File: src/rtl/operand_fetch.sv
// Register-read stage: arbitrates register-file access between write-back and operand reads,
// and hands a latched operand pair to execute. Define OPF_PERF_CNT_EN to add the decode stall counter.
module operand_fetch #(
    parameter int REG_WIDTH    = 16,
    parameter int WB_BURST_MAX = 4
) (
    input  logic                 clk,
    input  logic                 rst_n,
    input  logic                 i_1_dec_valid,
    output logic                 o_1_dec_ready,
    input  logic [3:0]           i_4_dec_rn,
    input  logic [3:0]           i_4_dec_rm,
    input  logic [3:0]           i_4_dec_rd,
    input  logic [REG_WIDTH-1:0] i_R_dec_pc,
    input  logic                 i_1_wb_valid,
    output logic                 o_1_wb_ready,
    input  logic [3:0]           i_4_wb_addr,
    input  logic [REG_WIDTH-1:0] i_R_wb_data,
    output logic [3:0]           o_4_rd1_addr,
    output logic [3:0]           o_4_rd2_addr,
    output logic [3:0]           o_4_wr_addr,
    output logic [REG_WIDTH-1:0] o_R_wr_data,
    output logic                 o_1_reg_wr_en,
    output logic [REG_WIDTH-1:0] o_R_pcplus,
    input  logic [REG_WIDTH-1:0] i_R_rd1_data,
    input  logic [REG_WIDTH-1:0] i_R_rd2_data,
    output logic                 o_1_ex_valid,
    input  logic                 i_1_ex_ready,
    output logic [REG_WIDTH-1:0] or_R_op1,
    output logic [REG_WIDTH-1:0] or_R_op2,
    output logic [3:0]           or_4_ex_rd
`ifdef OPF_PERF_CNT_EN
    ,
    output logic [15:0]          o_16_stall_cnt
`endif
);

    typedef enum logic {
        S_IDLE,
        S_CAPTURE
    } state_e;

    localparam logic [3:0] BURST_MAX = 4'(WB_BURST_MAX);

    state_e               state_q, state_d;
    logic [3:0]           burst_q, burst_d;
    logic [3:0]           rn_q, rn_d;
    logic [3:0]           rm_q, rm_d;
    logic [3:0]           rd_q, rd_d;
    logic [REG_WIDTH-1:0] pc_q, pc_d;
    logic                 ex_valid_q, ex_valid_d;
    logic [REG_WIDTH-1:0] op1_q, op1_d;
    logic [REG_WIDTH-1:0] op2_q, op2_d;
    logic [3:0]           ex_rd_q, ex_rd_d;

    logic slot_free;
    logic force_issue;
    logic wr_grant;
    logic issue;

    // Grants are qualified with rst_n so no write or accept escapes while reset is held.
    always_comb begin
        slot_free   = !ex_valid_q || i_1_ex_ready;
        force_issue = i_1_dec_valid && slot_free && (burst_q == BURST_MAX);
        wr_grant    = rst_n && (state_q == S_IDLE) && i_1_wb_valid && !force_issue;
        issue       = rst_n && (state_q == S_IDLE) && !wr_grant && i_1_dec_valid && slot_free;
    end

    always_comb begin
        state_d       = state_q;
        burst_d       = burst_q;
        rn_d          = rn_q;
        rm_d          = rm_q;
        rd_d          = rd_q;
        pc_d          = pc_q;
        ex_valid_d    = ex_valid_q && !i_1_ex_ready;
        op1_d         = op1_q;
        op2_d         = op2_q;
        ex_rd_d       = ex_rd_q;
        o_1_dec_ready = 1'b0;
        o_1_wb_ready  = 1'b0;
        o_1_reg_wr_en = 1'b0;
        o_4_wr_addr   = i_4_wb_addr;
        o_R_wr_data   = i_R_wb_data;
        o_4_rd1_addr  = i_4_dec_rn;
        o_4_rd2_addr  = i_4_dec_rm;
        o_R_pcplus    = i_R_dec_pc;

        case (state_q)
            S_IDLE: begin
                if (wr_grant) begin
                    o_1_wb_ready  = 1'b1;
                    // r15 is owned by fetch: the request is consumed but never written.
                    o_1_reg_wr_en = (i_4_wb_addr != 4'hF);
                    if (i_1_dec_valid)
                        burst_d = (burst_q == BURST_MAX) ? burst_q : 4'(burst_q + 4'd1);
                    else
                        burst_d = '0;
                end else if (issue) begin
                    o_1_dec_ready = 1'b1;
                    rn_d          = i_4_dec_rn;
                    rm_d          = i_4_dec_rm;
                    rd_d          = i_4_dec_rd;
                    pc_d          = i_R_dec_pc;
                    burst_d       = '0;
                    state_d       = S_CAPTURE;
                end
            end
            S_CAPTURE: begin
                o_4_rd1_addr = rn_q;
                o_4_rd2_addr = rm_q;
                o_R_pcplus   = pc_q;
                op1_d        = i_R_rd1_data;
                op2_d        = i_R_rd2_data;
                ex_rd_d      = rd_q;
                ex_valid_d   = 1'b1;
                state_d      = S_IDLE;
            end
            default: state_d = S_IDLE;
        endcase
    end

    always_ff @(posedge clk or negedge rst_n) begin
        if (!rst_n) begin
            state_q    <= S_IDLE;
            burst_q    <= '0;
            rn_q       <= '0;
            rm_q       <= '0;
            rd_q       <= '0;
            pc_q       <= '0;
            ex_valid_q <= 1'b0;
            op1_q      <= '0;
            op2_q      <= '0;
            ex_rd_q    <= '0;
        end else begin
            state_q    <= state_d;
            burst_q    <= burst_d;
            rn_q       <= rn_d;
            rm_q       <= rm_d;
            rd_q       <= rd_d;
            pc_q       <= pc_d;
            ex_valid_q <= ex_valid_d;
            op1_q      <= op1_d;
            op2_q      <= op2_d;
            ex_rd_q    <= ex_rd_d;
        end
    end

    assign o_1_ex_valid = ex_valid_q;
    assign or_R_op1     = op1_q;
    assign or_R_op2     = op2_q;
    assign or_4_ex_rd   = ex_rd_q;

`ifdef OPF_PERF_CNT_EN
    logic [15:0] stall_cnt_q, stall_cnt_d;

    always_comb begin
        stall_cnt_d = stall_cnt_q;
        if (i_1_dec_valid && !o_1_dec_ready && (stall_cnt_q != 16'hFFFF))
            stall_cnt_d = stall_cnt_q + 16'd1;
    end

    always_ff @(posedge clk or negedge rst_n) begin
        if (!rst_n)
            stall_cnt_q <= '0;
        else
            stall_cnt_q <= stall_cnt_d;
    end

    assign o_16_stall_cnt = stall_cnt_q;
`endif

endmodule

File: config.mk
export PLATFORM = sky130hd
export DESIGN_NAME = operand_fetch
export DESIGN_NICKNAME = d
export VERILOG_FILES = /design/src/rtl/operand_fetch.sv
export SDC_FILE = /design/constraint.sdc
export NUM_CORES = 1
export LEC_CHECK = 0
export BUFFER_PORTS_ARGS = -buffer_cell sky130_fd_sc_hd__buf_2
export CELL_PAD_IN_SITES_DETAIL_PLACEMENT = 0
export CELL_PAD_IN_SITES_GLOBAL_PLACEMENT = 1
export CORE_ASPECT_RATIO = 0.75
export CORE_MARGIN = 4
export CORE_UTILIZATION = 34
export DETAILED_ROUTE_END_ITERATION = 10
export HOLD_SLACK_MARGIN = 0.15
export PLACE_DENSITY_LB_ADDON = 0.1
export SYNTH_ARGS = -nofsm -noshare
export SYNTH_HDL_FRONTEND = slang
export SYNTH_SLANG_ARGS = --single-unit
File: constraint.sdc
create_clock -name clk -period 2.33 [get_ports clk]
set_input_delay 0.466 -clock clk [delete_from_list [all_inputs] [get_ports clk]]
set_output_delay 0.466 -clock clk [all_outputs]
set_load 0.005 [all_outputs]
# After elaboration in Yosys (flattened, before gate mapping)
# Cells that the tools add are included.
# Widths: inputs -> output; s select.
[totals]
regBits = 70
latch_bits = 0
ram_bits = 0
mem_bits_ro = 0
in_bits = 85
output_inout_bits = 84
word_cells = 49
n_memories = 0
[op_classes]
addsub = 1
n_mul = 0
n_div = 0
order_cmp = 0
n_eq_ne = 3
shift = 0
mux = 16
bitwise = 2
n_reduce_logical = 17
[op_table]
columns = ["op", "n"]
rows = [
  ["$mux 4", 6],
  ["$mux 16", 1],
  ["$logic_and 1x1->1", 9],
  ["$mux 1", 8],
  ["$reduce_and 3->1", 2],
  ["$add 4x1->4 const B", 1],
  ["$eq 4x3->1 const B", 1],
  ["$logic_not 1->1", 4],
  ["$ne 4x4->1 const B", 1],
  ["$ne 3x3->1 const B", 1],
  ["$not 1->1", 2],
  ["$pmux 1 s2", 1],
  ["$reduce_bool 2->1", 1],
  ["$logic_or 1x1->1", 1],
]

# Depth between registers and ports, before layout
# Gate-level depths: netlist of run 1.
[depth]
word_depth = 13
depth_mapped = 7
ltp_nobuf = 5

# Worst setup path before layout of run 1
# Ideal clock, no wire load.
[synth_path]
kind = "register to output"
startpoint = "reg burst_q[0]"
endpoint = "out o_1_dec_ready"
t_arrival_ns = 1.335
t_required_ns = 1.864
setup_slack_ns = 0.529
stages_incl_launch_ff = 7
path_buffers = 2
path_cell_list = "dfrtp_1 -> inv_1 -> ha_1 -> nand4b_2 -> a211oi_2 -> buf_4 -> buf_8"
[synth_via]
elab_chain_cells = 11
[synth_lines]
columns = ["item", "line_no", "text"]
rows = [
  ["start: declaration", "46", "logic [3:0] burst_q, burst_d;"],
  ["start signal: assignment", "137", "burst_q <= burst_d;"],
  ["$eq 4x3->1 (*)", "64", "force_issue = i_1_dec_valid && slot_free && (burst_q == BURST_MAX);"],
  ["$logic_and 1x1->1 (*)", "64", ""],
  ["$logic_not 1->1 (*)", "65", "wr_grant = rst_n && (state_q == S_IDLE) && i_1_wb_valid && !force_issue;"],
  ["$logic_and 1x1->1 (*)", "65", ""],
  ["$logic_not 1->1", "66", "issue = rst_n && (state_q == S_IDLE) && !wr_grant && i_1_dec_valid && slot_free;"],
  ["$logic_and 1x1->1 (3 in a row)", "66", ""],
  ["$mux 1", "99", "end else if (issue) begin"],
  ["$mux 1 (*)", "91", "if (wr_grant) begin"],
  ["$mux 1 (*)", "89", "case (state_q)"],
  ["end: declaration", "10", "output logic o_1_dec_ready,"],
]
# Mark *: on every way between the ends. The rest lies on a longest branch, timed or not.

# Worst setup path in the final report of run 1
# Same ends and word-level chain as after synthesis.

==> results of run 1 <==
==> final timing paths <==
check	to	slack, ns
worst max-delay path	o_1_dec_ready	0.10
worst min-delay path	rd_q[1]	0.36
worst max register to register	pc_q[5]	0.17
worst min register to register	rd_q[1]	0.48
max in group asynchronous	state_q	1.33
min in group asynchronous	o_1_ex_valid	0.39
==> sequential cells by signal, indices dropped and copies added (netlist names) <==
register / count
rm_q: 4
pc_q: 16
or_R_op2: 16
rn_q: 4
burst_q: 4
or_R_op1: 16
rd_q: 4
or_4_ex_rd: 4
state_q: 1
o_1_ex_valid: 1
==> cell usage in the layout, fill, tap and decap left out <==
cell type	netlist	layout
or2_2	1	1
ha_1	2	2
inv_1	4	4
nand2b_1	2	2
o221ai_1	3	3
a41oi_1	1	1
o311ai_0	1	1
mux2i_1	1	1
o21ai_0	2	2
clkbuf_1	1	1
and4b_1	2	2
and3b_1	1	1
buf_2	3	135
clkbuf_8	0	3
a211oi_4	0	1
dfrtp_2	0	1
nand3b_1	2	2
nor2b_1	1	1
nand4b_4	0	1
mux2_1	9	9
o22ai_1	2	2
clkbuf_16	0	9
clkinv_2	0	1
dfrtp_1	70	69
nand3_1	3	3
bufbuf_16	0	1
buf_4	21	8
mux2_2	79	79
buf_12	0	2
==> cells by family after synthesis <==
| logic type | share of synthesized area (%) |
|---|---|
| AO/OA/AOI/OAI | 2.48 |
| AND/OR/NAND/NOR | 3.11 |
| adder cells (fa/ha/maj) | 0.788 |
| multiplexers | 31.5 |
| flip-flops | 55.1 |
| buffers and inverters | 6.97 |
==> metal layers <==
metal  GRT usage, %  share of wire, %
met1           16.7                46
met2           19.4                43
met3           7.40                10
met4           4.58               1.3
met5              0                 0
==> area by class of cell <==
type / count / share of cell area (%)
clock buffers: 13 / 6.39
clock inverters: 1 / 0.118
inverters: 4 / 0.355
multi-input cells: 114 / 28.8
flip-flops and latches: 70 / 41.4
well taps: 128 / 3.78
repair buffers: 146 / 19.1
==> through the flow <==
step	hold WS [ns]	setup slack (ns)	setup TNS, ns
floorplan	0.170	0.529	0
global placement	0.462	0.336	0
detailed placement	0.473	0.332	0
CTS	0.335	0.0575	0
global route	0.353	-0.00375	-0.00375
finish	0.357	0.104	0
==> power by group <==
group          internal (mW)  switching [mW]  leakage [nW]
sequential              1.51           0.136         0.839
combinational          0.459           0.285          1.06
clock                  0.793           0.457         0.138
==> timing repair <==
| action | CTS | global route |
|---|---|---|
| buffers inserted | 1 | 3 |
| hold endpoints to repair | 0 | 0 |
| gates resized for setup | 0 | 1 |
| hold buffers | 0 | 0 |
| gates cloned | 1 | 0 |
| setup endpoints to repair | 1 | 1 |
| pin swaps | 1 | 1 |
==> impl_metrics.json, run 1 <==
{
  "status": "finished, final reports clean",
  "place_area_mm2": 0.00388,
  "nFillCells": 878,
  "io_pins": 169,
  "min_from": "i_4_dec_rd[1]",
  "drive_gt1_share_pct": 69.5,
  "fp.dieH_um": 91.7,
  "route.detailed.wl_per_inst_um": 14.9,
  "cp-start-kind": "flop",
  "fin_cells": 476,
  "p_leak_nw": 2.04,
  "maxCapViolations": 0,
  "slew_violations": 0,
  "synth_seq_area_share_pct": 55.1,
  "diodes": 0,
  "dp_cells": 457,
  "track_usage_pct": 13.3,
  "root_buffer": "clkbuf_16",
  "holdPathStages": 2,
  "wl_um": 7080,
  "crit_chain": "inv_1 > ha_1 > nand4b_4 > a211oi_4 > buf_12 > buf_2",
  "dp_hpwl_um": 4830,
  "multi_input_area_mm2": 0.00122,
  "fp-row-count": 30,
  "core_area_mm2": 0.00908,
  "yosys_register_bits": 70,
  "r2r-start": "burst_q[0]",
  "vdd_drop_max_mv": 0.454,
  "path_class": "flop to primary output",
  "asyncSetResetFlopFracSynth_pct": 100,
  "grt_pass1_vias": 2301,
  "syn_avg_cell_area_um2": 14.6,
  "clkTransAtPathRegs_ns": 0.05,
  "clk_latency_ns": 0.32,
  "maxSlewHeadroom_pct": 41.1,
  "critPathBufInv": 3,
  "synth_top_area_share_pct": 55.1,
  "cts_tree": "built",
  "stdcell_area_mm2": 0.00423,
  "critPathCaptureType": "primary output",
  "worstMarginPinSlew_ns": 0.883,
  "netlist_instances": 218,
  "p_total_mw": 3.64,
  "skew_ns": 0.00641,
  "layout.nets": 432,
  "synth-edff-count": 0,
  "synth.distinct_cells": 25,
  "final_util_pct": 46.6,
  "seq_area_mm2": 0.00175,
  "syn_area_mm2": 0.00318,
  "period_share_pct": 95.5,
  "clock-sinks": 70,
  "die_area_mm2": 0.0110,
  "reg2reg_depth": 8,
  "yosys-top-cells-area": "dfrtp_1, mux2_2, buf_4",
  "drcViolationCount": 0,
  "cts-htree-levels": 3,
  "yosysTopAreaCell": "dfrtp_1",
  "setup_viol": 0,
  "crit_cells": 6,
  "synth_warnings": 0,
  "arrival_ns": 1.76,
  "grt_overflow": 0,
  "fp.dieW_um": 120,
  "fmax_mhz": 449,
  "area.growth.synth_to_final_pct": 33.2,
  "critPathSlowestCell": "dfrtp_1",
  "crit_required_ns": 1.86,
  "crit_path_max_incr_delay_ns": 0.39,
  "ys.flop_type": "dfrtp_1",
  "io_buffers": 136,
  "vias_per_cell": 4.51,
  "detail-route-antenna-nets": 0,
  "post-synth-top-count-cell": "mux2_2",
  "cts_max_path_buffers": 2,
  "cpLargestDelayFamily": "flip-flops",
  "grt_max_degree": 71,
  "routabilityCongestion": 0.731,
  "drt_iter0_markers": 77,
  "dr.pass1.iters": 4,
  "grt_antenna_before_repair": 0,
  "crit_fanout": 5,
  "hold_path.class": "input port to flop",
  "yosys-top-cells-count": "mux2_2, dfrtp_1, buf_4",
  "hold_viol": 0,
  "grt_pass1_wl_um": 11400,
  "layout_min_cycle_time_ns": 2.23,
  "startpoint": "burst_q[0]",
  "vias": 2145,
  "start_util_pct": 35.0,
  "syn_nets": 305,
  "p_per_area_mw_per_mm2": 861,
  "cts_buffers": 9
}
Note: power is estimated with default switching activity, not from simulation.
==> run 2, diff against run 1 <==
--- a/config.mk
+++ b/config.mk
@@ -5,12 +5,14 @@
 export SDC_FILE = /design/constraint.sdc
 export NUM_CORES = 1
 export LEC_CHECK = 0
+export ABC_AREA = 1
 export BUFFER_PORTS_ARGS = -buffer_cell sky130_fd_sc_hd__buf_2
-export CELL_PAD_IN_SITES_DETAIL_PLACEMENT = 0
-export CELL_PAD_IN_SITES_GLOBAL_PLACEMENT = 1
+export CAP_MARGIN = 25
+export CELL_PAD_IN_SITES_DETAIL_PLACEMENT = 1
+export CELL_PAD_IN_SITES_GLOBAL_PLACEMENT = 2
 export CORE_ASPECT_RATIO = 0.75
 export CORE_MARGIN = 4
-export CORE_UTILIZATION = 34
+export CORE_UTILIZATION = 24
 export DETAILED_ROUTE_END_ITERATION = 10
 export HOLD_SLACK_MARGIN = 0.15
 export PLACE_DENSITY_LB_ADDON = 0.1
==> run 2 against run 1 <==
Against the previous run: via count up 33%; synthesized cell count up 81%; combinational power down 7.7%; sequential power down 2%; clock-buffer cell count down 1; non-clock buffer count down 3; die area up 40%; routed wire length up 34%; cell count up 44%; clock skew down 0.0019 ns; sequential share of layout area up 0.36 points; power down 2.4%; critical path type unchanged.
==> impl_metrics.json, run 2 <==
{
  "crit_fanout": 6,
  "maxSlewHeadroom_pct": 62.2,
  "multi_input_area_mm2": 0.00110,
  "dr.pass1.iters": 4,
  "timing.rr.end": "burst_q[3]",
  "stdcell_area_mm2": 0.00420,
  "worstMarginPinSlew_ns": 0.566,
  "rsz0062_at_grt": "false",
  "track_usage_pct": 12.5,
  "yosys-top-cells-area": "dfrtp_1, nand2_1, o21ai_0",
  "yosys_register_bits": 70,
  "synth-edff-count": 0,
  "root_buffer": "clkbuf_16",
  "reg2reg_depth": 9,
  "p_leak_nw": 2.35,
  "r2r-start": "burst_q[0]",
  "hold_viol": 0,
  "grt_overflow": 0,
  "syn_avg_cell_area_um2": 8.17,
  "clk_latency_ns": 0.33,
  "route.detailed.wl_per_inst_um": 13.8,
  "drcViolationCount": 0,
  "p_per_area_mw_per_mm2": 848,
  "place_area_mm2": 0.00392,
  "fin_cells": 685,
  "vdd_drop_max_mv": 0.332,
  "synth_seq_area_share_pct": 54.4,
  "post-synth-top-count-cell": "nand2_1",
  "skew_ns": 0.00447,
  "wl_um": 9490,
  "layout_min_cycle_time_ns": 2.17,
  "fmax_mhz": 462,
  "area.growth.synth_to_final_pct": 30.4,
  "grt_pass1_vias": 2964,
  "io_buffers": 136,
  "fp-row-count": 36,
  "path_class": "flop to primary output",
  "synth_top_area_share_pct": 54.4,
  "die_area_mm2": 0.0153,
  "ys.flop_type": "dfrtp_1",
  "r2r_slack_ns": 0.41,
  "crit_path_max_incr_delay_ns": 0.43,
  "seq_area_mm2": 0.00175,
  "dp_cells": 668,
  "period_share_pct": 93.0,
  "maxCapViolations": 0,
  "setup_viol": 0,
  "cts-htree-levels": 3,
  "crit_chain": "inv_1 > ha_1 > nand3_4 > o21bai_4 > nand2_2 > inv_2 > buf_2",
  "hold_path.class": "input port to async pin",
  "grt_antenna_before_repair": 1,
  "netlist_instances": 394,
  "core_area_mm2": 0.0131,
  "vias_per_cell": 4.15,
  "syn_area_mm2": 0.00322,
  "slew_violations": 0,
  "start_util_pct": 24.6,
  "critPathCaptureType": "primary output",
  "synth_warnings": 0,
  "arrival_ns": 1.70,
  "post_cts_buffers": 0,
  "cts_max_path_buffers": 2,
  "yosys-top-cells-count": "nand2_1, dfrtp_1, o21ai_0",
  "setup_tns_ns": 0,
  "grt_pass1_wl_um": 15000,
  "cts_tree": "built",
  "final_cell_mix": "nand2_1, buf_2, dfrtp_1",
  "critPathSlowestCell": "dfrtp_1",
  "cts_buffers": 9,
  "grt_max_degree": 58,
  "layout.nets": 596,
  "detail-route-antenna-nets": 0,
  "syn_nets": 481,
  "clock-sinks": 70,
  "asyncSetResetFlopFracSynth_pct": 100,
  "vias": 2844,
  "drive_gt1_share_pct": 32.1,
  "io_pins": 169,
  "fp.dieH_um": 108,
  "synth.distinct_cells": 20,
  "crit_required_ns": 1.86,
  "nFillCells": 1623,
  "final_common_cell": "nand2_1",
  "drt_iter0_markers": 105,
  "diodes": 0,
  "fp.dieW_um": 142,
  "status": "finished, final reports clean",
  "routabilityCongestion": 0.776,
  "cp-start-kind": "flop",
  "clkTransAtPathRegs_ns": 0.06,
  "yosysTopAreaCell": "dfrtp_1",
  "dp_hpwl_um": 6760
}
## run 2: logic make-up (layout without fill, tap and decap cells)
family	after synthesis	after routing	share of synthesized area, %
simple gates	199	199	24.2
buf+inv	71	191	11.4
flops	70	70	54.4
compound gates	51	51	8.94
fa+ha+maj	2	2	0.777
xor+xnor	1	1	0.272
## run 2: power by group
group / internal [mW] / switching, mW
registers: 1.48 / 0.139
clock network: 0.744 / 0.510
logic: 0.309 / 0.378
total: 2.53 / 1.03
## run 2: stage by stage
step	hold slack (ns)	setup WS [ns]	power, mW	utilization, %
after CTS	0.238	0.0223	3.64	32.1
final	0.224	0.164	3.56	32.1
after floorplan	0.170	0.583	1.98	-
after global routing	0.256	0.0224	3.81	32.1
after global placement	0.306	0.407	2.32	30.0
after detailed placement	0.305	0.347	2.35	30.0
## run 2: how the worst max path moves through the flow
stage,startpoint,endpoint,slack (ns),cells after the start
after floorplan,burst_q[0],o_1_dec_ready,0.58,7
after global placement,rst_n,burst_q[3],0.41,8
after detailed placement,rst_n,burst_q[3],0.35,8
after CTS,burst_q[0],o_1_dec_ready,0.02,7
after global routing,burst_q[0],o_1_dec_ready,0.02,7
final,burst_q[0],o_1_dec_ready,0.16,7
## run 2: worst max-delay path: cells and delay by family, from the launching register on
| family | cells | cell delay (ns) |
|---|---|---|
| adders and majority gates | 1 | 0.21 |
| AOI/OAI and AO/OA | 1 | 0.18 |
| DFF | 1 | 0.43 |
| buffers and inverters | 3 | 0.35 |
| and+or+nand+nor | 2 | 0.20 |
## run 2: timing repair
item	CTS	global route
hold buffers	1	0
endpoints found under the setup margin	0	1
hold endpoints to repair	4	0
resized for setup	0	1
## run 2: per-layer routing
metal	GRT usage, %	wire, um	share of wire [%]	up-vias
met3	3.80	640	6.7	7
met5	0	0	0	-
met2	19.6	4270	45	91
met4	3.63	55	0.58	0
li1	-	-	-	1417
met1	16.6	4520	48	1329
## run 2: cell type report
| class | instances | share of cell area [%] |
|---|---|---|
| Clock inverter | 4 | 0.537 |
| Inverter | 32 | 2.86 |
| Timing Repair Buffer | 143 | 17.6 |
| Tap cell | 171 | 5.10 |
| Multi-Input combinational cell | 253 | 26.2 |
| Sequential cell | 70 | 41.8 |
| Clock buffer | 12 | 5.88 |
